===== config.mk =====
export PLATFORM = sky130hd
export DESIGN_NAME = axis_fifo_wr_arbiter
export DESIGN_NICKNAME = d
export VERILOG_FILES = /design/src/rtl/axis_fifo_wr_arbiter.sv
export SDC_FILE = /design/constraint.sdc
export NUM_CORES = 1
export LEC_CHECK = 0
export CAP_MARGIN = 5
export CORE_MARGIN = 2
export CORE_UTILIZATION = 34
export DETAILED_ROUTE_END_ITERATION = 16
export HOLD_SLACK_MARGIN = 0.05
export PLACE_DENSITY = 0.86
export SKIP_LAST_GASP = 1
export SYNTH_ARGS = -nofsm -noshare
export SYNTH_HDL_FRONTEND = slang
export SYNTH_SLANG_ARGS = --single-unit

===== constraint.sdc =====
create_clock -name clk -period 2.5 [get_ports clk]
set_input_delay 0.375 -clock clk [delete_from_list [all_inputs] [get_ports clk]]
set_output_delay 0.375 -clock clk [all_outputs]
set_load 0.1 [all_outputs]

===== src/rtl/axis_fifo_wr_arbiter.sv =====
// Round-robin, packet-locked arbiter that multiplexes N AXI-Stream inputs onto one FIFO write port.
// Each FIFO word carries {source id, tlast, tdata} so the read side can demultiplex packets.
module axis_fifo_wr_arbiter #(
  parameter int N_IN   = 4,
  parameter int DATA_W = 8,
  parameter int ID_W   = 2
) (
  input  logic                     clk,
  input  logic                     rst_n,
  input  logic [N_IN-1:0]          s_tvalid,
  input  logic [N_IN*DATA_W-1:0]   s_tdata,
  input  logic [N_IN-1:0]          s_tlast,
  output logic [N_IN-1:0]          s_tready,
  input  logic                     fifo_full,
  output logic                     fifo_wen,
  output logic [ID_W+DATA_W:0]     fifo_wdata,
  output logic [ID_W-1:0]          grant_id,
  output logic                     busy
);

  localparam int SEL_W = (N_IN > 1) ? $clog2(N_IN) : 1;

  typedef enum logic {IDLE, LOCK} state_e;

  state_e            state_q;
  logic [ID_W-1:0]   grant_q;
  logic [ID_W-1:0]   rr_ptr_q;
  logic              busy_q;

  logic [ID_W-1:0]   pick_d;
  logic              pick_vld_d;
  logic [ID_W-1:0]   rr_ptr_d;
  logic [SEL_W-1:0]  cand_sel;
  int unsigned       cand;

  logic [SEL_W-1:0]  gsel;
  logic              g_valid;
  logic              g_last;
  logic [DATA_W-1:0] data_arr [N_IN];

  assign gsel    = grant_q[SEL_W-1:0];
  assign g_valid = s_tvalid[gsel];
  assign g_last  = s_tlast[gsel];

  always_comb begin
    for (int i = 0; i < N_IN; i++) begin
      data_arr[i] = s_tdata[i*DATA_W +: DATA_W];
    end
  end

  // Search from rr_ptr upward; iterating downward lets the nearest requester overwrite the others.
  always_comb begin
    pick_vld_d = 1'b0;
    pick_d     = '0;
    cand       = 0;
    cand_sel   = '0;
    for (int k = N_IN - 1; k >= 0; k--) begin
      cand     = (int'(rr_ptr_q) + k) % N_IN;
      cand_sel = SEL_W'(cand);
      if (s_tvalid[cand_sel]) begin
        pick_vld_d = 1'b1;
        pick_d     = ID_W'(cand_sel);
      end
    end
  end

  assign rr_ptr_d = ID_W'((int'(grant_q) + 1) % N_IN);

  // Handshake outputs are gated by the state register, so an asynchronous reset silences them at once.
  assign fifo_wen = (state_q == LOCK) & g_valid & ~fifo_full;

  always_comb begin
    s_tready   = '0;
    fifo_wdata = '0;
    if (state_q == LOCK) begin
      s_tready[gsel] = ~fifo_full;
      fifo_wdata     = {grant_q, g_last, data_arr[gsel]};
    end
  end

  // The grant is released only by a written tlast beat, never by idle cycles or competing requests.
  always_ff @(posedge clk or negedge rst_n) begin
    if (!rst_n) begin
      state_q  <= IDLE;
      grant_q  <= '0;
      rr_ptr_q <= '0;
      busy_q   <= 1'b0;
    end else begin
      case (state_q)
        IDLE: begin
          if (pick_vld_d) begin
            state_q <= LOCK;
            grant_q <= pick_d;
            busy_q  <= 1'b1;
          end
        end
        LOCK: begin
          if (fifo_wen && g_last) begin
            state_q  <= IDLE;
            grant_q  <= '0;
            busy_q   <= 1'b0;
            rr_ptr_q <= rr_ptr_d;
          end
        end
        default: state_q <= IDLE;
      endcase
    end
  end

  assign grant_id = grant_q;
  assign busy     = busy_q;

endmodule


==> Word level (Yosys, flattened, before mapping) <==
Index checks and enable logic that the tools add are counted.
{ "totals": {"register_bits": 6, "output_inout_bits": 19, "mem_count": 0, "input_bits": 43, "rom_bits": 0, "ram_bits": 0, "latchBits": 0} }
{ "op_classes": {"n_eq_ne": 2, "mux": 36, "n_shift": 0, "reduce_logical": 4, "n_addsub": 4, "n_lt_le_gt_ge": 7, "bitwise": 6, "n_mul": 0, "div_mod_pow": 0} }
{ "ops": {"columns": ["operator", "n"], "rows": [
  ["$bmux W8 S2", 1],
  ["$mux W8", 2],
  ["$lt A2 B3 Y1 const B", 5],
  ["$mux W1", 15],
  ["$bmux W1 S2", 6],
  ["$mux W2", 6],
  ["$mux W11", 1],
  ["$add A2 B1 Y2 const B", 2],
  ["$add A2 B2 Y2 const B", 2],
  ["$and A4 B4 Y4", 1],
  ["$mux W4", 1],
  ["$pmux W1 S2", 2],
  ["$pmux W2 S2", 1],
  ["$reduce_and A2 Y1", 2],
  ["$ge A3 B3 Y1 const B", 1],
  ["$not A2 Y3", 1],
  ["$and A1 B1 Y1", 2],
  ["$demux W1 S2", 1],
  ["$ge A2 B1 Y1 const B", 1],
  ["$logic_and A1 B1 Y1", 2],
  ["$ne A2 B1 Y1 const B", 1],
  ["$ne A2 B2 Y1 const B", 1],
  ["$not A1 Y1", 2]
]} }

==> Logic depth before layout (Yosys ltp) <==
Gate-level depths: netlist of run 1.
{ "logic_depth": {"word_depth": 9, "mapped_depth": 4, "mapped_depth_nobuf": 3} }

==> Least setup slack after synthesis of run 1 <==
Ideal clock, no wire load.
{ "synth_timing": {"path_kind": "register -> output", "startpoint": "register grant_q[0], in the netlist grant_id[0]", "endpoint": "output fifo_wdata[9]", "arrival_time_ns": 2.769, "slack_ns": -0.644, "path_stages_with_launch": 4, "t_required_ns": 2.125, "cell_sequence": "dfrtp_1 > buf_2 > inv_2 > nor2_1"} }
{ "synth_via": {"elab_chain_len": 1} }
{ "synth_rtl": {"columns": ["element", "line_no", "source"], "rows": [
  ["start, declared", "26", "logic [ID_W-1:0] grant_q;"],
  ["start signal, assigned", "93", "grant_q <= pick_d;"],
  ["$mux W11", "75", "if (state_q == LOCK) begin"],
  ["end, declared", "16", "output logic [ID_W+DATA_W:0] fifo_wdata,"]
]} }
No other way between the ends.

==> Final worst setup path of run 1 <==
{ "layout_timing": {"startpoint": "register grant_q[0], in the netlist grant_id[0]", "endpoint": "output fifo_wdata[8]"} }
{ "layout_via": {"elab_chain_len": 3} }
{ "layout_rtl": {"columns": ["element", "line_no", "source"], "rows": [
  ["$bmux W1 S2", "43", "assign g_last = s_tlast[gsel];"],
  ["$mux W1 (not written as such)", "43", null],
  ["$mux W11", "75", null]
]} }
No other way between the ends. The select of a mux whose other input is x is not followed.

==> flow_summary.json, run 1 <==
{
  "yosysWarnings": 0,
  "cpPeakStageDelay_ns": 0.62,
  "wl_per_cell_um": 18.7,
  "cp_slowest_cell": "dfrtp_2",
  "fin_crit_sh_pct": 88.4,
  "grt_pass1_wl_um": 4530,
  "min_path_type": "input port to asynchronous set/reset pin",
  "antenna_found_initial": 0,
  "fp.dieH_um": 49.7,
  "crit_family": "flip-flops",
  "finalCriticalPeriod_ns": 2.21,
  "synth_fp_nets": 113,
  "start_util_pct": 36.2,
  "fmax_mhz": 452,
  "dieArea_sq_mm": 0.00247,
  "grt_start_max_net_pins": 16,
  "synth_edf_count": 0,
  "status": "finished, final reports clean",
  "rr_endpoint": "rr_ptr_q[1]$_DFFE_PN0P_",
  "drcViolationCount": 0,
  "drive_above_1_share_pct": 33.1,
  "crit_fanout": 15,
  "path_clk_slew_ns": 0.05,
  "rsz0062_at_grt": "false",
  "final_common_cell": "clkdlybuf4s50_1",
  "diodes": 0,
  "finalMaxSlewViolations": 0,
  "cap_violations": 0,
  "dp_hpwl_um": 2420,
  "rrSetupSlack_ns": 0.57,
  "clk_latency_ns": 0.25,
  "tightest_slew_ns": 0.543,
  "end_kind": "output port",
  "final_antenna_net_count": 0,
  "synth_top_area_share_pct": 31.7,
  "setup_viol_count_final": 0,
  "fin_ws_ns": 0.289,
  "crit_type": "register to output port",
  "fin_nets": 175,
  "cts_buffers": 3,
  "ys_ff_latch": 6,
  "regToRegStartpoint": "grant_id[0]$_DFFE_PN0P_",
  "rows": 16,
  "routabilityCongestion": 0.764,
  "cp_num_buf_inv": 1,
  "cp.depth": 3,
  "htreeDepth": 1,
  "synth_top_area_cell": "mux4_2",
  "syn-cell-area_sq_um": 711,
  "endpoint": "fifo_wdata[8]",
  "post-cts-setup-buffers": 0,
  "syn_avg_cell_area_sq_um": 10.8,
  "fin_setup_tns_ns": 0,
  "synthFlopType": "dfrtp_1",
  "cts_tree": "yes",
  "crit_chain": "mux4_2 -> and2_1 -> buf_12",
  "synthTopCellsByArea": "mux4_2 (32%), dfrtp_1 (21%), and2_1 (12%)",
  "grt_pass1_vias": 825,
  "maxSlewHeadroom_pct": 63.5,
  "critPathLaunchType": "register",
  "finalHoldViolCount": 0,
  "post_cts_resized": 0,
  "syn_inst": 66,
  "seq_area_frac_synth_pct": 21.1,
  "grt_usage_pct": 25.0,
  "fin_skew_ns": 0.00240,
  "rr_worst_depth": 3,
  "clkSinkCount": 6,
  "area_growth_pct": 110,
  "ios": 62,
  "coreArea_sq_mm": 0.00196,
  "required_ns": 2.12,
  "worstSetupStartpoint": "grant_id[0]$_DFFE_PN0P_",
  "port-buffer-count": 61,
  "die_x_um": 49.7,
  "routed_via_density": 5.19,
  "firstDrtPassIters": 4,
  "clock_path_buffers": 2,
  "dp_slack_ns": 0.394,
  "cts_root_buffer": "clkbuf_4",
  "cp_data_arrival_time_ns": 1.84,
  "drt_iter0_drc": 12,
  "async_flop_share_pct": 100,
  "final_cell_mix": "clkdlybuf4s50_1 (42), and2_1 (14), buf_12 (14)",
  "overflow": 0,
  "synth.distinct_cells": 25,
  "wl_um": 2880,
  "ctsHoldBuffers": 0,
  "vias": 800
}
final cells by class:
type                            count  area (sq um)
Inverter                            5          18.8
Multi-Input combinational cell     51           523
Sequential cell                     6           153
Fill cell                         127           469
Tap cell                           27          33.8
Clock buffer                        4          26.3
Timing Repair Buffer               61           738
cell usage after synthesis, types with 2 or more instances:
| cell | instances |
|---|---|
| and2_1 | 14 |
| nand2b_1 | 2 |
| ha_1 | 4 |
| mux2_4 | 2 |
| a21oi_1 | 4 |
| o32ai_1 | 2 |
| nor2_1 | 2 |
| o21ai_0 | 2 |
| dfrtp_1 | 6 |
| inv_1 | 2 |
| mux4_2 | 10 |
| inv_2 | 3 |
metal layers:
layer	part of all wire [%]	vias up	track usage [%]	wire length, um
met5	0	-	0	0
met4	2.0	0	9.72	57
met3	11	7	9.70	321
met2	49	48	40.4	1400
met1	38	374	29.8	1100
li1	-	371	-	-
registers in the layout (all words and copies together), names as in the netlist:
| register | flops |
|---|---|
| rr_ptr_q | 2 |
| grant_id | 2 |
| state_q | 1 |
| busy | 1 |
kinds of logic after synthesis:
group	after synthesis	share of synthesized area, %
simple gates	23	19.2
mux	13	37.3
compound gates	11	9.33
buf+inv	9	5.98
flops	6	21.1
fa+ha+maj	4	7.04
how the worst min path moves through the flow:
| stage | to | slack [ns] |
|---|---|---|
| finish | state_q$_DFF_PN0_ | 0.36 |
| global route | rr_ptr_q[0]$_DFFE_PN0P_ | 0.40 |
| CTS | state_q$_DFF_PN0_ | 0.36 |
| detailed placement | busy$_DFFE_PN0P_ | 0.52 |
| global placement | busy$_DFFE_PN0P_ | 0.53 |
| floorplan | busy$_DFFE_PN0P_ | 0.08 |
through the flow:
stage	cells	cell area (sq um)	util, %	hold WS, ns
2_1_floorplan	66	718	-	0.0794
3_3_place_gp	150	1470	74.7	0.528
3_5_place_dp	150	1470	74.7	0.522
4_1_cts	154	1490	76.1	0.365
5_1_grt	154	1490	76.1	0.398
6_report	154	1490	76.1	0.362
Power of run 1 is not shown: default switching activity piles up to over one toggle a cycle in this logic, so the estimate is an artifact.
==> run 2: changes to the inputs <==
--- a/config.mk
+++ b/config.mk
@@ -6,7 +6,6 @@
 export NUM_CORES = 1
 export LEC_CHECK = 0
 export CAP_MARGIN = 5
-export CORE_MARGIN = 2
 export CORE_UTILIZATION = 34
 export DETAILED_ROUTE_END_ITERATION = 16
 export HOLD_SLACK_MARGIN = 0.05
==> flow_summary.json, run 2 (synthesis gave the netlist of run 1 again) <==
{
  "fin_setup_tns_ns": 0,
  "cts_tree": "yes",
  "maxSlewHeadroom_pct": 66.1,
  "drt_iter0_drc": 10,
  "fin_skew_ns": 0.00607,
  "required_ns": 2.12,
  "placed_area_sq_mm": 0.00147,
  "path_clk_slew_ns": 0.05,
  "wl_per_cell_um": 18.3,
  "dp_slack_ns": 0.398,
  "fmax_mhz": 455,
  "drcViolationCount": 0,
  "clk_latency_ns": 0.24,
  "drive_above_1_share_pct": 33.1,
  "finalCriticalPeriod_ns": 2.20,
  "post_cts_resized": 0,
  "ios": 62,
  "holdWs_ns": 0.370,
  "tightest_slew_ns": 0.503,
  "cts_buffers": 3,
  "firstDrtPassIters": 4,
  "wl_um": 2820,
  "cp_slowest_cell": "dfrtp_2",
  "regToRegStartpoint": "grant_id[0]$_DFFE_PN0P_",
  "end_kind": "output port",
  "port-buffer-count": 61,
  "fin_ws_ns": 0.302,
  "area_growth_pct": 110,
  "coreArea_sq_mm": 0.00196,
  "final_cell_mix": "clkdlybuf4s50_1 (42), and2_1 (14), buf_12 (14)",
  "min_path_type": "input port to asynchronous set/reset pin",
  "post-cts-setup-buffers": 0,
  "cpPeakStageDelay_ns": 0.63,
  "clock_path_buffers": 2,
  "fin_nets": 175,
  "diodes": 0,
  "crit_fanout": 15,
  "rsz0062_at_grt": "false",
  "cp_data_arrival_time_ns": 1.82,
  "cap_violations": 0,
  "grt_usage_pct": 25.6,
  "dieArea_sq_mm": 0.00228,
  "fill_cells": 129,
  "routabilityCongestion": 0.714,
  "setup_viol_count_final": 0,
  "finalMaxSlewViolations": 0,
  "final_antenna_net_count": 0,
  "start_util_pct": 36.2,
  "final_common_cell": "clkdlybuf4s50_1",
  "fin_crit_sh_pct": 87.9,
  "die_x_um": 47.7,
  "htreeDepth": 1,
  "finalHoldViolCount": 0,
  "grt_pass1_vias": 776,
  "crit_type": "register to output port",
  "worstSetupStartpoint": "grant_id[0]$_DFFE_PN0P_",
  "dp_hpwl_um": 2400,
  "cts_root_buffer": "clkbuf_4",
  "rows": 16,
  "vias": 806,
  "final_area_sq_mm": 0.00149,
  "overflow": 0,
  "antenna_found_initial": 0,
  "fp.dieH_um": 47.7,
  "routed_via_density": 5.23,
  "critPathLaunchType": "register",
  "crit_chain": "mux4_2 -> and2_1 -> buf_12",
  "grt_start_max_net_pins": 16,
  "ctsHoldBuffers": 0,
  "status": "finished, final reports clean",
  "grt_pass1_wl_um": 3870,
  "clkSinkCount": 6
}
-- run 2: cell counts in the layout (fill, tap and decap cells not counted) --
No cell type changed its count.
-- run 2: through the flow --
step                utilization [%]  cells
global placement               74.7    150
finish                         76.1    154
floorplan                         -     66
global route                   76.1    154
detailed placement             74.7    150
CTS                            76.1    154
-- run 2: final timing paths --
kind                                            to  slack (ns)  cells past startpoint
setup / recovery                     fifo_wdata[8]        0.30                      3
hold / removal                   state_q$_DFF_PN0_        0.37                      1
setup reg to reg           rr_ptr_q[1]$_DFFE_PN0P_        0.55                      3
hold reg to reg                   busy$_DFFE_PN0P_        0.54                      2
max in group asynchronous  grant_id[0]$_DFFE_PN0P_        1.90                      1
min in group clk                  busy$_DFFE_PN0P_        0.54                      2
-- run 2: critical path: cells and delay by family, from the launching register on --
family,cells,cell delay [ns]
mux,1,0.58
simple gates,1,0.20
buf+inv,1,0.17
flops,1,0.63
-- run 2: routing by layer --
| metal | GRT usage [%] | share of wire (%) |
|---|---|---|
| met2 | 43.0 | 49 |
| met5 | 0 | 0 |
| met1 | 31.1 | 36 |
| met3 | 7.55 | 13 |
| met4 | 9.44 | 1.9 |
-- run 2: area by class of cell --
type                       instances  area, sq um  share of cell area (%)
inverter                           5         18.8                    1.26
sequential                         6          153                    10.2
timing repair buffer              61          738                    49.5
tap                               27         33.8                    2.26
clock buffer                       4         26.3                    1.76
multi-input combinational         51          523                    35.0
Power of run 2 is left out for the same reason.
==> RTL change 1 (flow settings as in run 2) <==
Set the parameter `ID_W` to 4 (it was 2).
--- a/src/rtl/axis_fifo_wr_arbiter.sv
+++ b/src/rtl/axis_fifo_wr_arbiter.sv
@@ -4,5 +4,5 @@
   parameter int N_IN   = 4,
   parameter int DATA_W = 8,
-  parameter int ID_W   = 2
+  parameter int ID_W   = 4
 ) (
   input  logic                     clk,
Interface: changed (resized fifo_wdata and grant_id); port bits go from 62 to 66. The function was not compared with the original's and may differ.
==> RTL change 1 against run 2 <==
Cell count increased by 2.6%. Routed wire length decreased by 8.5%. Final area increased by 1.0%. Register-to-register slack improved by 0.04 ns. Sequential cell count unchanged. Setup slack improved by 0.011 ns. Area after synthesis increased by 4.8%. Utilization decreased by 0.77 points. Critical endpoint unchanged.
Power is not shown: default switching activity piles up to over one toggle a cycle in this logic, so the estimate is an artifact.
==> RTL change 1: results (changes against run 2) <==
Critical Path Max Stage Delay=0.62 ns; FILL cells=130 (+0.78%); post-CTS sizing=0 (unchanged); Routed met1 length=1035 um (+3.4%); input/output buffers=61 (unchanged); most used routing layer=met2; Finished Layout Cells=158 (+2.6%); met3 routed WL=192 um (-49%); Worst-Skew Late Latency=0.25 ns; multiplexer share of the synthesized area=0.3563 (-0.01694); Num CTS Buffers=3 (unchanged); Post-synth top cells=14 x and2_1, 10 x mux4_2, 6 x dfrtp_1; antenna violations before repair=0 (unchanged); clock root buffer=clkbuf_4; placed cells=154 (+2.7%); Cells after Synth=71 (+7.6%); clk slew on worst S/H paths=0.05 ns (about the same); status=finished, final reports clean; register area share after synthesis=0.2017 (-0.009587); gr usage total=0.2385 (-0.01774); global-route wire length before repair=4229 um (+9.3%); met2 GRT Util=0.4213 (-0.008433); Cell variety after synth=27 (+8.0%); DRT Pass-1 Iters=4 (unchanged); ANT cells=0 (unchanged); Ys Warns=0 (unchanged); vias in the first global route=813 (+4.8%); DP Area=1481 um2 (+1.0%); postcts setup bufs=0 (unchanged); Final nets=179 (+2.3%); DR top layer=met4; worst endpoint data arrival time=1.81 ns; Adder-Cell Fraction of Synth Area=0.06723 (-0.003196); vias after detailed routing=816 (+1.2%); grt met1 use=0.2709 (-0.03967); H-tree levels=1 (unchanged); ys flop type=dfrtp_1; Compound-Gate Fraction of Synth Area=0.08908 (-0.004234); GPL Wtd Cong=0.8311 (+16%); met3 Track Usage GR=0.07788 (+0.002410); clk_skew=0.0006220 ns (-0.005452 ns); Final HPWL DP=2091 um (-13%); XOR/XNOR Fraction of Synth Area=0 (unchanged); Top delay family on crit path=flip-flops; layout cell share with drive strength beyond 1=0.3206 (-0.01010); Hold/Removal Path Class=in -> async; Worst path slowest cell=dfrtp_2; Initial DRC Count=7 (-3); Routed WL=2577 um (-8.5%); async set-reset flop share out of synthesis=1.000 (unchanged); clock buffer depth=2 (unchanged); synth top area cells=mux4_2 30%, dfrtp_1 20%, and2_1 12%; critical-path maximum fanout=15 (unchanged); largest net degree at the start of global routing=16 (unchanged); Tightest Pin Transition=0.5598 ns (+0.05627 ns); metal2 WL=1340 um (-3.0%)
==> RTL change 1: path summary, 6_finish.rpt <==
kind | from | end | slack (ns) | cells after the start
max | grant_id[0] | fifo_wdata[8] | 0.31 | 3
min | rst_n | busy | 0.37 | 1
max reg2reg | grant_id[0] | rr_ptr_q[0] | 0.59 | 3
min reg2reg | busy | busy | 0.54 | 2
max in group asynchronous | rst_n | grant_id[0] | 1.90 | 1
min in group clk | busy | busy | 0.54 | 2
==> RTL change 1: area by class of cell <==
type,instances,area (um2),area share
Sequential cell,6,152.6,0.1012
Tap cell,27,33.78,0.02241
Inverter,5,18.77,0.01245
Clock buffer,4,26.28,0.01743
Timing Repair Buffer,61,738.2,0.4896
Multi-Input combinational cell,55,538.0,0.3568
==> RTL change 1: through the flow <==
stage,setup slack (ns),hold WS (ns)
after global routing,0.2044,0.3698
after global placement,0.4232,0.5249
final,0.3132,0.3661
after floorplan,0.02969,0.07941
after detailed placement,0.3922,0.5348
after CTS,0.2766,0.3638
==> RTL change 2 (flow settings as in run 2) <==
Made on the original files. Make the reset (`rst_n`) synchronous in one clocked block. Comments in the files are not updated.
--- a/src/rtl/axis_fifo_wr_arbiter.sv
+++ b/src/rtl/axis_fifo_wr_arbiter.sv
@@ -80,5 +80,5 @@
 
   // The grant is released only by a written tlast beat, never by idle cycles or competing requests.
-  always_ff @(posedge clk or negedge rst_n) begin
+  always_ff @(posedge clk) begin
     if (!rst_n) begin
       state_q  <= IDLE;
Formal check against the unedited RTL: differs if rst_n is asserted again (counterexample within 4 cycles, from zero or initial values and one cycle with rst_n low); with rst_n held inactive, the same outputs for 10 cycles.
==> RTL change 2 against run 2 <==
Non-clock buffer count stayed put. Sequential share of layout area fell by 1.9 points. Area after synthesis grew 3.9%. Utilization fell by 0.77 points. Setup slack better by 0.099 ns. Sequential cell count stayed put. Final area increased by 1.0%. Routed wire length decreased by 8.5%.
==> RTL change 2: results (changes against run 2) <==
CP startpoint=grant_id[0]; Cells after Synth=77 (+17%); Cell variety after synth=30 (+20%); register area share after synthesis=0.1627 (-0.04856); FF-to-FF End=rr_ptr_q[1]; gr usage total=0.2400 (-0.01625); Adder-Cell Fraction of Synth Area=0.06780 (-0.002626); Post-synth top cells=13 x and2_1, 9 x mux4_2, 6 x dfxtp_1; input/output buffers=61 (unchanged); Compound-Gate Fraction of Synth Area=0.1288 (+0.03550); Worst path slowest cell=mux4_2; hold path depth=2; DP Area=1481 um2 (+1.0%); worst endpoint data arrival time=1.72 ns (-0.10 ns); global-route wire length before repair=4264 um (+10%); async set-reset flop share out of synthesis=0 (-1.000); WHS=0.4626 ns (+0.09291 ns); Multi-input gate area=565.5 um2 (+8.1%); Non-clock buffering overhead=0.4896 (-0.004927); fin crit share=0.8398 (-0.03945); Critical Path Max Stage Delay=0.58 ns (-0.05 ns); ys flop type=dfxtp_1; sequential cell area share=0.08299 (-0.01928); multiplexer share of the synthesized area=0.3288 (-0.04443); Hold/Removal Path Class=reg -> reg; status=finished, final reports clean; Post-Syn Area=738.2 um2 (+3.9%); Slew headroom=0.6175 (-0.04374); critical-path maximum fanout=17 (+2); clk_skew=0.003029 ns (-0.003044 ns); Internal=0.0003914 W; crit path capture=fifo_wdata[8]; worst reg2reg startpoint=state_q; Multi-In Gates=60 (+18%); reg2reg path depth=4 (+1); FILL cells=140 (+8.5%); Mapped Nets=124 (+9.7%); vias after detailed routing=862 (+6.9%); Top delay family on crit path=multiplexers; largest net degree at the start of global routing=18 (+2); synth top area cells=mux4_2 27%, dfxtp_1 16%, and2_1 11%; vias in the first global route=835 (+7.6%); Initial DRC Count=14 (+4); P&R area growth vs syn=104.2%; GPL Wtd Cong=0.7522 (+5.3%); Clock-cell share=0.01743 (-0.0001754); Final nets=184 (+5.1%)
[RTL change 2: changes by cell type after synthesis, sizes merged, moves of 3 or more]
cell,run 2,this run
dfrtp,6,0
dfxtp,0,6
o22ai,1,4
mux2i,1,4
nand3,0,3
nand2,1,4
[RTL change 2: layer usage]
layer | global-route usage | up-vias | part of all wire
li1 | - | 400 | -
met1 | 0.2882 | 407 | 0.40
met2 | 0.3920 | 51 | 0.47
met3 | 0.08805 | 4 | 0.12
met4 | 0.08824 | 0 | 0.012
met5 | 0 | - | 0
[RTL change 2: power groups by stage]
stage / Sequential [W] / Combinational, W / Clock [W]
CTS: 0.000135 / 0.000549 / 0.000103
floorplan: 0.000156 / 0.000320 / 0
global route: 0.000138 / 0.000566 / 0.000110
global placement: 0.000136 / 0.000540 / 0
detailed placement: 0.000137 / 0.000548 / 0
finish: 0.000134 / 0.000547 / 0.000104
